`config.mk`:
```
export PLATFORM = sky130hd
export DESIGN_NAME = filter_pad_gen
export DESIGN_NICKNAME = d
export VERILOG_FILES = /design/src/rtl/filter_pad_gen.sv
export SDC_FILE = /design/constraint.sdc
export NUM_CORES = 1
export LEC_CHECK = 0
export BUFFER_PORTS_ARGS = -buffer_cell sky130_fd_sc_hd__buf_2
export CAP_MARGIN = 15
export CORE_AREA = 2 2 68 70
export DETAILED_ROUTE_END_ITERATION = 10
export DIE_AREA = 0 0 70 72
export PLACE_DENSITY = 0.75
export SETUP_SLACK_MARGIN = 0.1
export SLEW_MARGIN = 5
export SYNTH_ARGS = -nofsm -noshare
export SYNTH_HDL_FRONTEND = slang
export SYNTH_SLANG_ARGS = --single-unit
```
`constraint.sdc`:
```
create_clock -name clk -period 2.3 [get_ports clk]
set_input_delay 0.23 -clock clk [delete_from_list [all_inputs] [get_ports clk]]
set_output_delay 0.23 -clock clk [all_outputs]
set_load 0.02 [all_outputs]
```
`src/rtl/filter_pad_gen.sv`:
```
// Zero-padding frame generator: wraps each W x H source image in a P-pixel zero border
// and streams the padded raster to a KxK filter, one o_rotate pulse per padded pixel.
module filter_pad_gen #(
  parameter int img_width   = 320,
  parameter int img_height  = 240,
  parameter int kernel_size = 3
) (
  input  logic       clk,
  input  logic       reset,
  input  logic       i_valid,
  input  logic [7:0] i_data,
  output logic       o_ready,
  output logic       o_rotate,
  output logic [7:0] o_data,
  output logic       o_sof,
  output logic       o_frame_done,
  output logic       o_busy,
  output logic [2:0] state_dbg
);

  localparam int P = (kernel_size - 1) / 2;

  localparam logic [12:0] COL_LAST      = 13'(img_width + 2 * P - 1);
  localparam logic [12:0] LEFT_LAST     = 13'(P - 1);
  localparam logic [12:0] DATA_LAST     = 13'(P + img_width - 1);
  localparam logic [12:0] TOP_ROW_LAST  = 13'(P - 1);
  localparam logic [12:0] DATA_ROW_LAST = 13'(P + img_height - 1);
  localparam logic [12:0] ROW_LAST      = 13'(img_height + 2 * P - 1);

  typedef enum logic [2:0] {
    IDLE   = 3'd0,
    TOP    = 3'd1,
    LEFT   = 3'd2,
    DATA   = 3'd3,
    RIGHT  = 3'd4,
    BOTTOM = 3'd5,
    END    = 3'd6
  } state_t;

  // Handshake: a source pixel moves only on a cycle where i_valid and o_ready are both 1;
  // o_rotate marks every cycle on which o_data carries a padded pixel.

  state_t      state, state_next;
  logic [12:0] col, row;
  logic        advance;
  logic        col_wrap;
  logic        rotate_d, sof_d, done_d;
  logic [7:0]  data_d;

  assign col_wrap  = (col == COL_LAST);
  assign state_dbg = state;
  assign o_ready   = (state == DATA);
  assign o_busy    = (state != IDLE);

  // A padded pixel is produced on every border cycle, and on DATA cycles only when a pixel arrives.
  always_comb begin
    advance = 1'b0;
    case (state)
      TOP, LEFT, RIGHT, BOTTOM: advance = 1'b1;
      DATA:                     advance = i_valid;
      default:                  advance = 1'b0;
    endcase
  end

  always_ff @(posedge clk or posedge reset) begin
    if (reset) begin
      state <= IDLE;
    end else begin
      state <= state_next;
    end
  end

  always_comb begin
    state_next = state;
    case (state)
      IDLE:   if (i_valid) state_next = TOP;
      TOP:    if (row == TOP_ROW_LAST && col_wrap) state_next = LEFT;
      LEFT:   if (col == LEFT_LAST) state_next = DATA;
      DATA:   if (i_valid && col == DATA_LAST) state_next = RIGHT;
      RIGHT:  if (col_wrap) state_next = (row == DATA_ROW_LAST) ? BOTTOM : LEFT;
      BOTTOM: if (row == ROW_LAST && col_wrap) state_next = END;
      END:    state_next = IDLE;
      default: state_next = IDLE;
    endcase
  end

  always_comb begin
    rotate_d = advance;
    data_d   = (state == DATA && i_valid) ? i_data : 8'd0;
    sof_d    = (state == TOP) && (row == 13'd0) && (col == 13'd0);
    done_d   = (state == END);
  end

  always_ff @(posedge clk or posedge reset) begin
    if (reset) begin
      col <= 13'd0;
      row <= 13'd0;
    end else if (state == END) begin
      col <= 13'd0;
      row <= 13'd0;
    end else if (advance) begin
      if (col_wrap) begin
        col <= 13'd0;
        row <= row + 13'd1;
      end else begin
        col <= col + 13'd1;
      end
    end
  end

  always_ff @(posedge clk or posedge reset) begin
    if (reset) begin
      o_rotate     <= 1'b0;
      o_data       <= 8'd0;
      o_sof        <= 1'b0;
      o_frame_done <= 1'b0;
    end else begin
      o_rotate     <= rotate_d;
      o_data       <= data_d;
      o_sof        <= sof_d;
      o_frame_done <= done_d;
    end
  end

endmodule
```
; ---- Word level (Yosys, flattened, before mapping)
; Cells that the tools add are included.
[word_totals]
register_bits = 40
latchBits = 0
mem_bits_rw = 0
mem_bits_ro = 0
in_bits = 11
output_inout_bits = 16
word_cells = 56
mem_count = 0
[op_classes]
addsub = 2
multipliers = 0
div_mod_pow = 0
magnitude_cmp = 0
eq_ne = 16
shifts = 0
mux = 16
bitwise_logic = 0
n_reduce_logical = 15
[ops]
columns = op, count
row1 = $mux 13, 6
row2 = $add 13x1->13 const B, 2
row3 = $eq 13x8->1 const B, 2
row4 = $eq 13x9->1 const B, 2
row5 = $logic_not 13->1, 2
row6 = $mux 3, 7
row7 = $pmux 3 s6, 1
row8 = $ne 2x2->1 const B, 5
row9 = $eq 3x3->1 const B, 3
row10 = $mux 8, 1
row11 = $eq 3x2->1 const B, 2
row12 = $logic_and 1x1->1, 6
row13 = $reduce_and 6->1, 1
row14 = $reduce_bool 2->1, 2
row15 = $reduce_or 4->1, 1
row16 = $eq 3x1->1 const B, 1
row17 = $logic_not 3->1, 1
row18 = $reduce_bool 3->1, 1
row19 = $ne 2x1->1 const B, 1
row20 = $pmux 1 s2, 1
row21 = $reduce_and 2->1, 1

; ---- Longest topological paths before layout
; Gate-level depths: netlist of the first run.
[logic_depth]
ltp_word = 5
depth_mapped = 8
ltp_nobuf = 7

; ---- Worst setup path before layout of the first run
; Ideal clock, no wire load.
[synth_path]
path_kind = register -> register
from = register state[1], in the netlist state_dbg[1]
to = register o_data[0]
setup_time_ns = 0.070
arrival_time_ns = 1.887
required_ns = 2.230
slack_ns = 0.343
stages_incl_launch_ff = 5
n_path_buf = 1
synth_period_minus_slack_ns = 1.957
cell_sequence = dfrtp_1 clkbuf_1 inv_1 nor3_1 and3_1
[synth_via]
elab_chain_cells = 3
[synth_lines]
columns = element, line
row1 = "start, declared", 43  ; state_t state, state_next;
row2 = "start signal, assigned", 69  ; state <= state_next;
row3 = $eq 3x2->1, -
row4 = named net o_ready, 12  ; output logic o_ready,
row5 = $logic_and 1x1->1, 89  ; data_d = (state == DATA && i_valid) ? i_data : 8'd0;
row6 = $mux 8, 89
row7 = named net data_d[0], 48  ; logic [7:0] data_d;
row8 = "end signal, assigned", 119  ; o_data <= data_d;
row9 = "end, declared", 14  ; output logic [7:0] o_data,
; The timed path passes the listed nets, and every way through them passes these cells.
; A chain may end at the register's enable or synchronous reset.

; ---- Final worst setup path of the first run
[layout_path]
from = register col[12]
to = register col[3]
[layout_via]
elab_chain_cells = 4
[layout_lines]
columns = element, line
row1 = "start, declared", 44  ; logic [12:0] col, row;
row2 = "start signal, assigned", 106  ; col <= col + 13'd1;
row3 = $eq 13x9->1, 50  ; assign col_wrap = (col == COL_LAST);
row4 = $mux 13, 102  ; if (col_wrap) begin
row5 = $mux 13, 101  ; end else if (advance) begin
row6 = $mux 13, 98  ; end else if (state == END) begin
; Every way passes these cells. The select of a mux whose other input is x is not followed.

==> impl_metrics.json, run 1 <==
{
  "ys_warn_count": 0,
  "critPathMaxStageDelay_ns": 0.44,
  "gp_congestion": 0.862,
  "start_kind": "flip-flop",
  "hold_viol_final": 0,
  "cts_tree": "built",
  "cts_buffers": 5,
  "crit_chain": "nor4_4 -> nand4_2 -> buf_4 -> a21oi_1 -> buf_4 -> nor2_1",
  "diodes": 0,
  "rows": 24,
  "crit_type": "flip-flop to flip-flop",
  "clockBufferDepth": 2,
  "h-tree-depth": 2,
  "drt_iter0_drc": 136,
  "slew_violations": 0,
  "rsz0062_at_grt": "no",
  "die_h_um": 72,
  "critPathSlowestCell": "dfrtp_1",
  "end_kind": "flip-flop",
  "avgSynthCellArea_um2": 10.0,
  "path_common_cell": "buf_4",
  "finalCriticalPeriod_ns": 1.99,
  "drt_wl_total_um": 4450,
  "initial_utilization_pct": 50.4,
  "most-common-layout-cells": "dfrtp_1 (40), nor2_1 (27), buf_2 (26)",
  "worst-endpoint-required_ns": 2.48,
  "synth-seq-area-share_pct": 46.6,
  "holdWs_ns": 0.0446,
  "synth_top_family_by_area": "simple AND/OR/NAND/NOR gates",
  "vias": 1718,
  "synthTopCellsByArea": "dfrtp_1 (47%), nor2_1 (4.7%), xor2_1 (4.5%)",
  "hold_path_class": "input pin to asynchronous set/reset pin",
  "gr-usage-all-layers_pct": 18.9,
  "worstPathArrival_ns": 2.17,
  "worstSkewPairLatency_ns": 0.29,
  "grt_overflow": 0,
  "synthAdderAreaFrac_pct": 3.50,
  "dp_slack_ns": 0.323,
  "fin_skew_ns": 0.00754,
  "syn_inst": 214,
  "r2r_setup_slack_ns": 0.31,
  "grt_max_degree": 41,
  "setup_ws_ns": 0.307,
  "routed_via_density": 5.69,
  "place_hpwl_um": 3080,
  "syn_nets": 231,
  "synth_cell_type_count": 42,
  "max_freq_mhz": 502,
  "die_x_um": 70,
  "clock-sinks": 40,
  "power.leakage_uw": 0.00120,
  "post-route-period-util_pct": 86.6,
  "clk_pin_slew_ns": 0.08,
  "yosys.area_share.simple_pct": 23.3,
  "drive_gt1_share_pct": 22.0,
  "grt_pass1_wl_um": 7580,
  "drv_cap": 0,
  "muxShareOfSynthArea_pct": 0.466,
  "ant_nets": 0,
  "synth-seq-cells": 40,
  "drc": 0,
  "area_growth_pct": 16.2,
  "synth_xor_xnor_area_share_pct": 8.57,
  "drt_pass1_iterations": 4,
  "cts_root_buffer": "clkbuf_8",
  "portBuffers": 26,
  "final_common_cell": "dfrtp_1",
  "ir_worst_vdd_mv": 0.287,
  "cp_max_fo": 10,
  "design.portCount": 27,
  "slew_headroom_pct": 58.8,
  "crit_buf_inv": 2,
  "synth_compound_area_share_pct": 13.8,
  "setup_tns_ns": 0,
  "nets": 266,
  "grt_pass1_vias": 1588,
  "core_area_mm2": 0.00426,
  "yosys.area.top_type": "dfrtp_1",
  "route.detailed.wl_per_inst_um": 14.7,
  "post_cts_resized": 0,
  "tightestPinTransition_ns": 0.612,
  "setup_viol": 0,
  "power_per_cell_area_mw_per_mm2": 521,
  "status": "finished, final reports clean",
  "antenna_found_initial": 0,
  "yosysTopAreaCellShare_pct": 46.6,
  "holdBufCountCts": 0,
  "critPathTopFamily": "simple AND/OR/NAND/NOR gates",
  "netlist_area_mm2": 0.00215,
  "post_cts_buffers": 0,
  "dieArea_mm2": 0.00504
}
[worst paths after layout]
| path | startpoint | end | cells after the start |
|---|---|---|---|
| worst max-delay path | col[12]$_DFFE_PP0P_ | col[3]$_DFFE_PP0P_ | 6 |
| worst min-delay path | reset | col[10]$_DFFE_PP0P_ | 3 |
| worst max register to register | col[12]$_DFFE_PP0P_ | col[3]$_DFFE_PP0P_ | 6 |
| worst min register to register | row[12]$_DFFE_PP0P_ | row[12]$_DFFE_PP0P_ | 2 |
| max in group asynchronous | reset | row[12]$_DFFE_PP0P_ | 3 |
| min in group clk | i_data[3] | o_data[3]$_DFF_PP0_ | 2 |
[per-layer routing]
| layer | up-vias | global-route usage (%) | share of wire [%] |
|---|---|---|---|
| li1 | 839 | - | - |
| met1 | 822 | 25.0 | 47 |
| met2 | 49 | 30.9 | 45 |
| met3 | 8 | 5.14 | 5.7 |
| met4 | 0 | 5.13 | 1.4 |
| met5 | - | 0 | 0 |
[power breakdown]
part,switching [uW],internal [uW]
clock,251,321
sequential,0,703
combinational,18.0,7.67
[metrics by stage]
stage	cells	power (uW)	utilization, %	area (um2)
finish	302	1300	58.5	2490
CTS	302	1320	58.5	2490
floorplan	214	730	-	2150
global placement	294	743	55.9	2380
detailed placement	294	743	55.9	2380
global route	302	1350	58.5	2490
[final cells by class]
| type | count | area [um2] |
|---|---|---|
| clock inverters | 3 | 42.5 |
| fillers | 378 | 1770 |
| repair buffers | 38 | 220 |
| well taps | 52 | 65.1 |
| multi-input cells | 155 | 1060 |
| flip-flops and latches | 40 | 1000 |
| inverters | 9 | 33.8 |
| clock buffers | 5 | 68.8 |
[Yosys cell counts, drive strengths merged]
cell,n
dfrtp,40
nor2,27
nand2,14
and3,13
nand4,13
xor2,11
xnor2,10
inv,9
nand3,8
o21ai,8
a2111oi,6
ha,6
nor3,6
buf,5
clkbuf,5
nor4,5
a211oi,4
and4,4
o211ai,4
a21oi,2
a211o,1
a21o,1
a22o,1
a311oi,1
a31o,1
a31oi,1
a32o,1
a41oi,1
and2,1
mux2i,1
nand2b,1
nor2b,1
o21a,1
or3,1
[flip-flops by register name (all words and copies together), names as in the netlist]
register and flops:
col 13, o_data 8, o_frame_done 1, o_rotate 1
o_sof 1, row 13, state_dbg 3
[kinds of logic (layout without fill, tap and decap cells)]
family	after synthesis	after routing
AOI/OAI and AO/OA	33	33
DFF	40	40
xor gates and xnor gates	21	21
adders and majority gates	6	6
buffers and inverters	19	55
and+or+nand+nor	94	94
muxes	1	1
[worst reg2reg max path: stages, from the launching register on]
cell and delay, ns:
dfrtp_1 0.44, nor4_4 0.35, nand4_2 0.23, buf_4 0.22, a21oi_1 0.33, buf_4 0.24
nor2_1 0.06
No activity file was read; power rests on OpenSTA's default activity.
==> run 2, diff against run 1 <==
==> constraint.sdc (replaced) <==
create_clock -name clk -period 1.9 [get_ports clk]
set_input_delay 0.19 -clock clk [delete_from_list [all_inputs] [get_ports clk]]
set_output_delay 0.19 -clock clk [all_outputs]
set_load 0.02 [all_outputs]
==> run 2 against run 1 <==
  * The run now ends with hold timing left
  * Sequential share of layout area shrank 4.6 points
  * First-iteration DRC count grew 18%
  * Non-clock buffer count grew 19
  * Critical path depth grew 2
  * Critical path type unchanged
  * Largest cell class unchanged
==> impl_metrics.json, run 2 (same netlist as run 1, synthesis figures left out) <==
{
  "status": "complete, but fails checks",
  "violations": "hold timing",
  "route.detailed.wl_per_inst_um": 16.1,
  "post-route-period-util_pct": 94.9,
  "drt_iter0_drc": 160,
  "power.leakage_uw": 0.00130,
  "slew_headroom_pct": 67.0,
  "drc": 0,
  "hold_viol_final": 9,
  "fin_area_mm2": 0.00282,
  "grt_pass1_wl_um": 8330,
  "place_hpwl_um": 3200,
  "drv_cap": 0,
  "cts_buffers": 5,
  "drive_gt1_share_pct": 32.7,
  "diodes": 0,
  "core_area_mm2": 0.00426,
  "start_kind": "flip-flop",
  "tightestPinTransition_ns": 0.494,
  "p_clk_share_pct": 44.7,
  "portBuffers": 26,
  "grt_overflow": 0,
  "grt_max_degree": 41,
  "slew_violations": 0,
  "routed_via_density": 5.75,
  "vias": 1846,
  "final_cells": 321,
  "post_dp_cell_area_mm2": 0.00250,
  "h-tree-depth": 2,
  "reg_top3": "col: 13 flops, row: 13 flops, o_data: 8 flops",
  "finalCriticalPeriod_ns": 1.80,
  "power.total_uw": 1600,
  "seqPwrFrac_pct": 53.3,
  "fin_skew_ns": 0.00870,
  "internal-power_uw": 1260,
  "rows": 24,
  "combPwrFrac_pct": 2.0,
  "area_growth_pct": 31.4,
  "drt_wl_total_um": 5180,
  "gr-usage-all-layers_pct": 21.0,
  "nets": 285,
  "worstSkewPairLatency_ns": 0.30,
  "fillers": 327,
  "end_kind": "flip-flop",
  "dp_cells": 309,
  "drt_pass1_iterations": 4,
  "cts_root_buffer": "clkbuf_8",
  "max_freq_mhz": 555,
  "p_switching_uw": 340,
  "holdBufCountCts": 0,
  "clock-sinks": 40,
  "worstPathArrival_ns": 2.00,
  "final_common_cell": "dfrtp_1",
  "ir_worst_vdd_mv": 0.376,
  "cts_tree": "built",
  "holdWs_ns": -0.00129,
  "die_x_um": 70,
  "most-common-layout-cells": "dfrtp_1 (39), buf_4 (29), nor2_1 (27)",
  "die_h_um": 72,
  "hold_path_class": "input pin to asynchronous set/reset pin",
  "cp_max_fo": 6,
  "clk_pin_slew_ns": 0.08,
  "initial_utilization_pct": 50.4,
  "worst-endpoint-required_ns": 2.10,
  "grt_pass1_vias": 1710,
  "ant_nets": 0,
  "design.portCount": 27,
  "setup_tns_ns": 0,
  "rsz0062_at_grt": "yes",
  "setup_viol": 0,
  "antenna_found_initial": 0,
  "power_per_cell_area_mw_per_mm2": 565,
  "gp_congestion": 0.906,
  "dieArea_mm2": 0.00504,
  "clockBufferDepth": 2,
  "crit_type": "flip-flop to flip-flop",
  "swShare_pct": 21.3
}
-- run 2: layer usage --
| layer | global-route usage [%] | wire [um] |
|---|---|---|
| met5 | 0 | 0 |
| met4 | 8.76 | 116 |
| met3 | 4.17 | 217 |
| met2 | 32.5 | 2490 |
| met1 | 29.1 | 2350 |
-- run 2: power by group through the flow --
stage / clock network (uW) / logic (uW) / registers, uW
2_1_floorplan: 0 / 16.0 / 867
3_3_place_gp: 0 / 32.2 / 867
3_5_place_dp: 0 / 33.0 / 867
4_1_cts: 728 / 32.9 / 850
5_1_grt: 764 / 37.7 / 850
6_report: 713 / 31.7 / 850
-- run 2: area by class of cell --
type / instances / area, um2 / share of cell area [%]
clock buffers: 5 / 68.8 / 2.44
clock inverters: 3 / 46.3 / 1.64
inverters: 9 / 33.8 / 1.20
multi-input cells: 155 / 1210 / 43.0
flip-flops and latches: 40 / 1000 / 35.5
well taps: 52 / 65.1 / 2.31
repair buffers: 57 / 393 / 13.9
-- run 2: path summary, 6_finish.rpt --
| kind | start | to | slack (ns) | cells past startpoint |
|---|---|---|---|---|
| max | col[1]$_DFFE_PP0P_ | row[10]$_DFFE_PP0P_ | 0.1 | 8 |
| min | reset | col[7]$_DFFE_PP0P_ | -0.001 | 3 |
| max reg2reg | col[1]$_DFFE_PP0P_ | row[10]$_DFFE_PP0P_ | 0.1 | 8 |
| min reg2reg | col[10]$_DFFE_PP0P_ | col[10]$_DFFE_PP0P_ | 0.60 | 2 |
| max in group asynchronous | reset | col[9]$_DFFE_PP0P_ | 1.54 | 3 |
| min in group clk | i_data[6] | o_data[6]$_DFF_PP0_ | 0.12 | 2 |
-- run 2: stage by stage --
stage,hold slack (ns),setup WS [ns],utilization [%]
finish,-0.00129,0.0975,66.2
global route,0.0578,0.00331,66.2
CTS,0.00955,0.0549,64.7
detailed placement,0.336,-0.0554,58.7
global placement,0.330,0.0321,58.7
floorplan,0.350,0.0921,-
-- run 2: critical path: stages, from the launching register on --
cell and delay (ns):
dfrtp_1 0.39, inv_2 0.07, ha_1 0.15, and3_1 0.22, nand4_4 0.15, buf_12 0.20
a2111oi_4 0.32, xnor2_1 0.16, nor2_1 0.05
-- run 2: repair_timing --
action	in CTS	in global routing
pin swaps	18	7
buffers inserted	2	1
endpoints found under the setup margin	10	26
gates resized for setup	17	12
gates cloned	1	0
==> run 3, diff against run 2 <==
--- a/config.mk
+++ b/config.mk
@@ -11,6 +11,7 @@
 export DETAILED_ROUTE_END_ITERATION = 10
 export DIE_AREA = 0 0 70 72
 export PLACE_DENSITY = 0.75
+export REMOVE_ABC_BUFFERS = 1
 export SETUP_SLACK_MARGIN = 0.1
 export SLEW_MARGIN = 5
 export SYNTH_ARGS = -nofsm -noshare
==> run 3 against run 2 <==
  * The flow now finishes without violations
  * Design area shrank 3.1%
  * Wire length shrank 4.2%
  * Critical endpoint is now row[11]$_DFFE_PP0P_
  * Fmax shrank 2.3%
  * Largest power group unchanged
  * First-iteration DRC count shrank 12%
==> impl_metrics.json, run 3 (same netlist as run 1, synthesis figures left out) <==
{
  "rows": 24,
  "dieArea_mm2": 0.00504,
  "portBuffers": 26,
  "status": "finished, final reports clean",
  "nets": 285,
  "routed_via_density": 5.69,
  "crit_type": "flip-flop to flip-flop",
  "area_growth_pct": 27.3,
  "power.leakage_uw": 0.00127,
  "cts_tree": "built",
  "drt_wl_total_um": 4960,
  "setup_tns_ns": 0,
  "diodes": 0,
  "antenna_found_initial": 0,
  "end_kind": "flip-flop",
  "grt_pass1_wl_um": 8120,
  "route.detailed.wl_per_inst_um": 15.5,
  "drt_iter0_drc": 141,
  "die_h_um": 72,
  "grt_pass1_vias": 1723,
  "drive_gt1_share_pct": 30.1,
  "post-route-period-util_pct": 97.1,
  "gp_congestion": 0.833,
  "die_x_um": 70,
  "hold_viol_final": 0,
  "ir_worst_vdd_mv": 0.332,
  "r2r_setup_slack_ns": 0.05,
  "clock-sinks": 40,
  "crit_chain": "nor4_4 -> nand4_4 -> buf_12 -> a2111oi_4 -> xnor2_1 -> nor2_1",
  "ant_nets": 0,
  "worst-endpoint-required_ns": 2.08,
  "clockBufferDepth": 2,
  "vias": 1827,
  "max_freq_mhz": 542,
  "slew_violations": 0,
  "rsz0062_at_grt": "yes",
  "hold_path_class": "input pin to flip-flop",
  "design.portCount": 27,
  "final_common_cell": "dfrtp_1",
  "slew_headroom_pct": 71.5,
  "finalCriticalPeriod_ns": 1.85,
  "drt_pass1_iterations": 6,
  "drv_cap": 0,
  "tightestPinTransition_ns": 0.424,
  "cts_buffers": 5,
  "start_kind": "flip-flop",
  "cts_root_buffer": "clkbuf_8",
  "cp_max_fo": 8,
  "initial_utilization_pct": 50.4,
  "worstSkewPairLatency_ns": 0.30,
  "place_hpwl_um": 3380,
  "setup_viol": 0,
  "most-common-layout-cells": "dfrtp_1 (38), buf_4 (28), nor2_1 (27)",
  "grt_overflow": 0,
  "clk_pin_slew_ns": 0.08,
  "grt_max_degree": 26,
  "dp_cells": 308,
  "critPathMaxStageDelay_ns": 0.44,
  "critPathSlowestCell": "dfrtp_2",
  "fin_skew_ns": 0.0125,
  "reg_top3": "col: 13 flops, row: 13 flops, o_data: 8 flops",
  "worstPathArrival_ns": 2.03,
  "power_per_cell_area_mw_per_mm2": 536,
  "gr-usage-all-layers_pct": 20.6,
  "h-tree-depth": 2,
  "final_cells": 321,
  "core_area_mm2": 0.00426,
  "drc": 0
}
## run 3: changes by cell type in the layout (fill, tap and decap cells not counted), sizes merged
| cell | change |
|---|---|
| clkbuf | +2 |
| inv | -1 |
| bufinv | -1 |
| clkinvlp | -1 |
| dlygate4sd3 | +1 |
## run 3: area by class of cell
class / instances / area [um2]
repair buffers: 57 / 382
clock buffers: 8 / 90.1
well taps: 52 / 65.1
flip-flops and latches: 40 / 1000
multi-input cells: 155 / 1160
inverters: 9 / 33.8
fillers: 340 / 1530
## run 3: where the power goes
group          internal, uW  total [uW]  switching (uW)  leakage [uW]
combinational          12.0        35.8            23.8      0.000741
sequential              851         851               0      0.000484
clock                   296         577             281     0.0000455
## run 3: metal layers
layer  wire [um]  vias to the layer above  global-route usage (%)  part of all wire [%]
met1        2170                      876                    25.7                    44
met4         112                        0                    8.33                   2.3
met3         314                       14                    6.11                   6.3
li1            -                      877                       -                     -
met2        2360                       60                    33.8                    48
met5           0                        -                       0                     0
## run 3: critical path: cells and delay by family, from the launching register on
family / cells / cell delay [ns]
xor gates and xnor gates: 1 / 0.16
and+or+nand+nor: 3 / 0.63
DFF: 1 / 0.44
AOI/OAI and AO/OA: 1 / 0.29
buffers and inverters: 1 / 0.20
## run 3: what timing repair did
item	in CTS	in global routing
gates resized for setup	5	13
endpoints found under the setup margin	14	28
hold endpoints to repair	40	0
hold buffers	1	0
pin swaps	10	9
setup buffers	2	2
## run 3: path summary, 6_finish.rpt
check                                            to  depth (start not counted)           startpoint
max                             row[11]$_DFFE_PP0P_                          6  col[12]$_DFFE_PP0P_
min                             o_data[6]$_DFF_PP0_                          2            i_data[6]
max reg2reg                     row[11]$_DFFE_PP0P_                          6  col[12]$_DFFE_PP0P_
min reg2reg                     row[12]$_DFFE_PP0P_                          2  row[12]$_DFFE_PP0P_
max in group asynchronous  state_dbg[1]$_DFFE_PP0P_                          4                reset
min in group asynchronous       col[12]$_DFFE_PP0P_                          4                reset
## run 3: metrics by stage
step	hold WS, ns	setup slack [ns]	instance area (um2)	total power (uW)	utilization, %
6_report	0.137	0.0547	2730	1460	64.1
5_1_grt	0.141	-0.0703	2730	1510	64.1
4_1_cts	0.139	0.0219	2660	1480	62.4
3_5_place_dp	0.232	-0.0285	2500	903	58.7
3_3_place_gp	0.226	0.0374	2500	902	58.7
2_1_floorplan	0.343	-0.409	2100	882	-
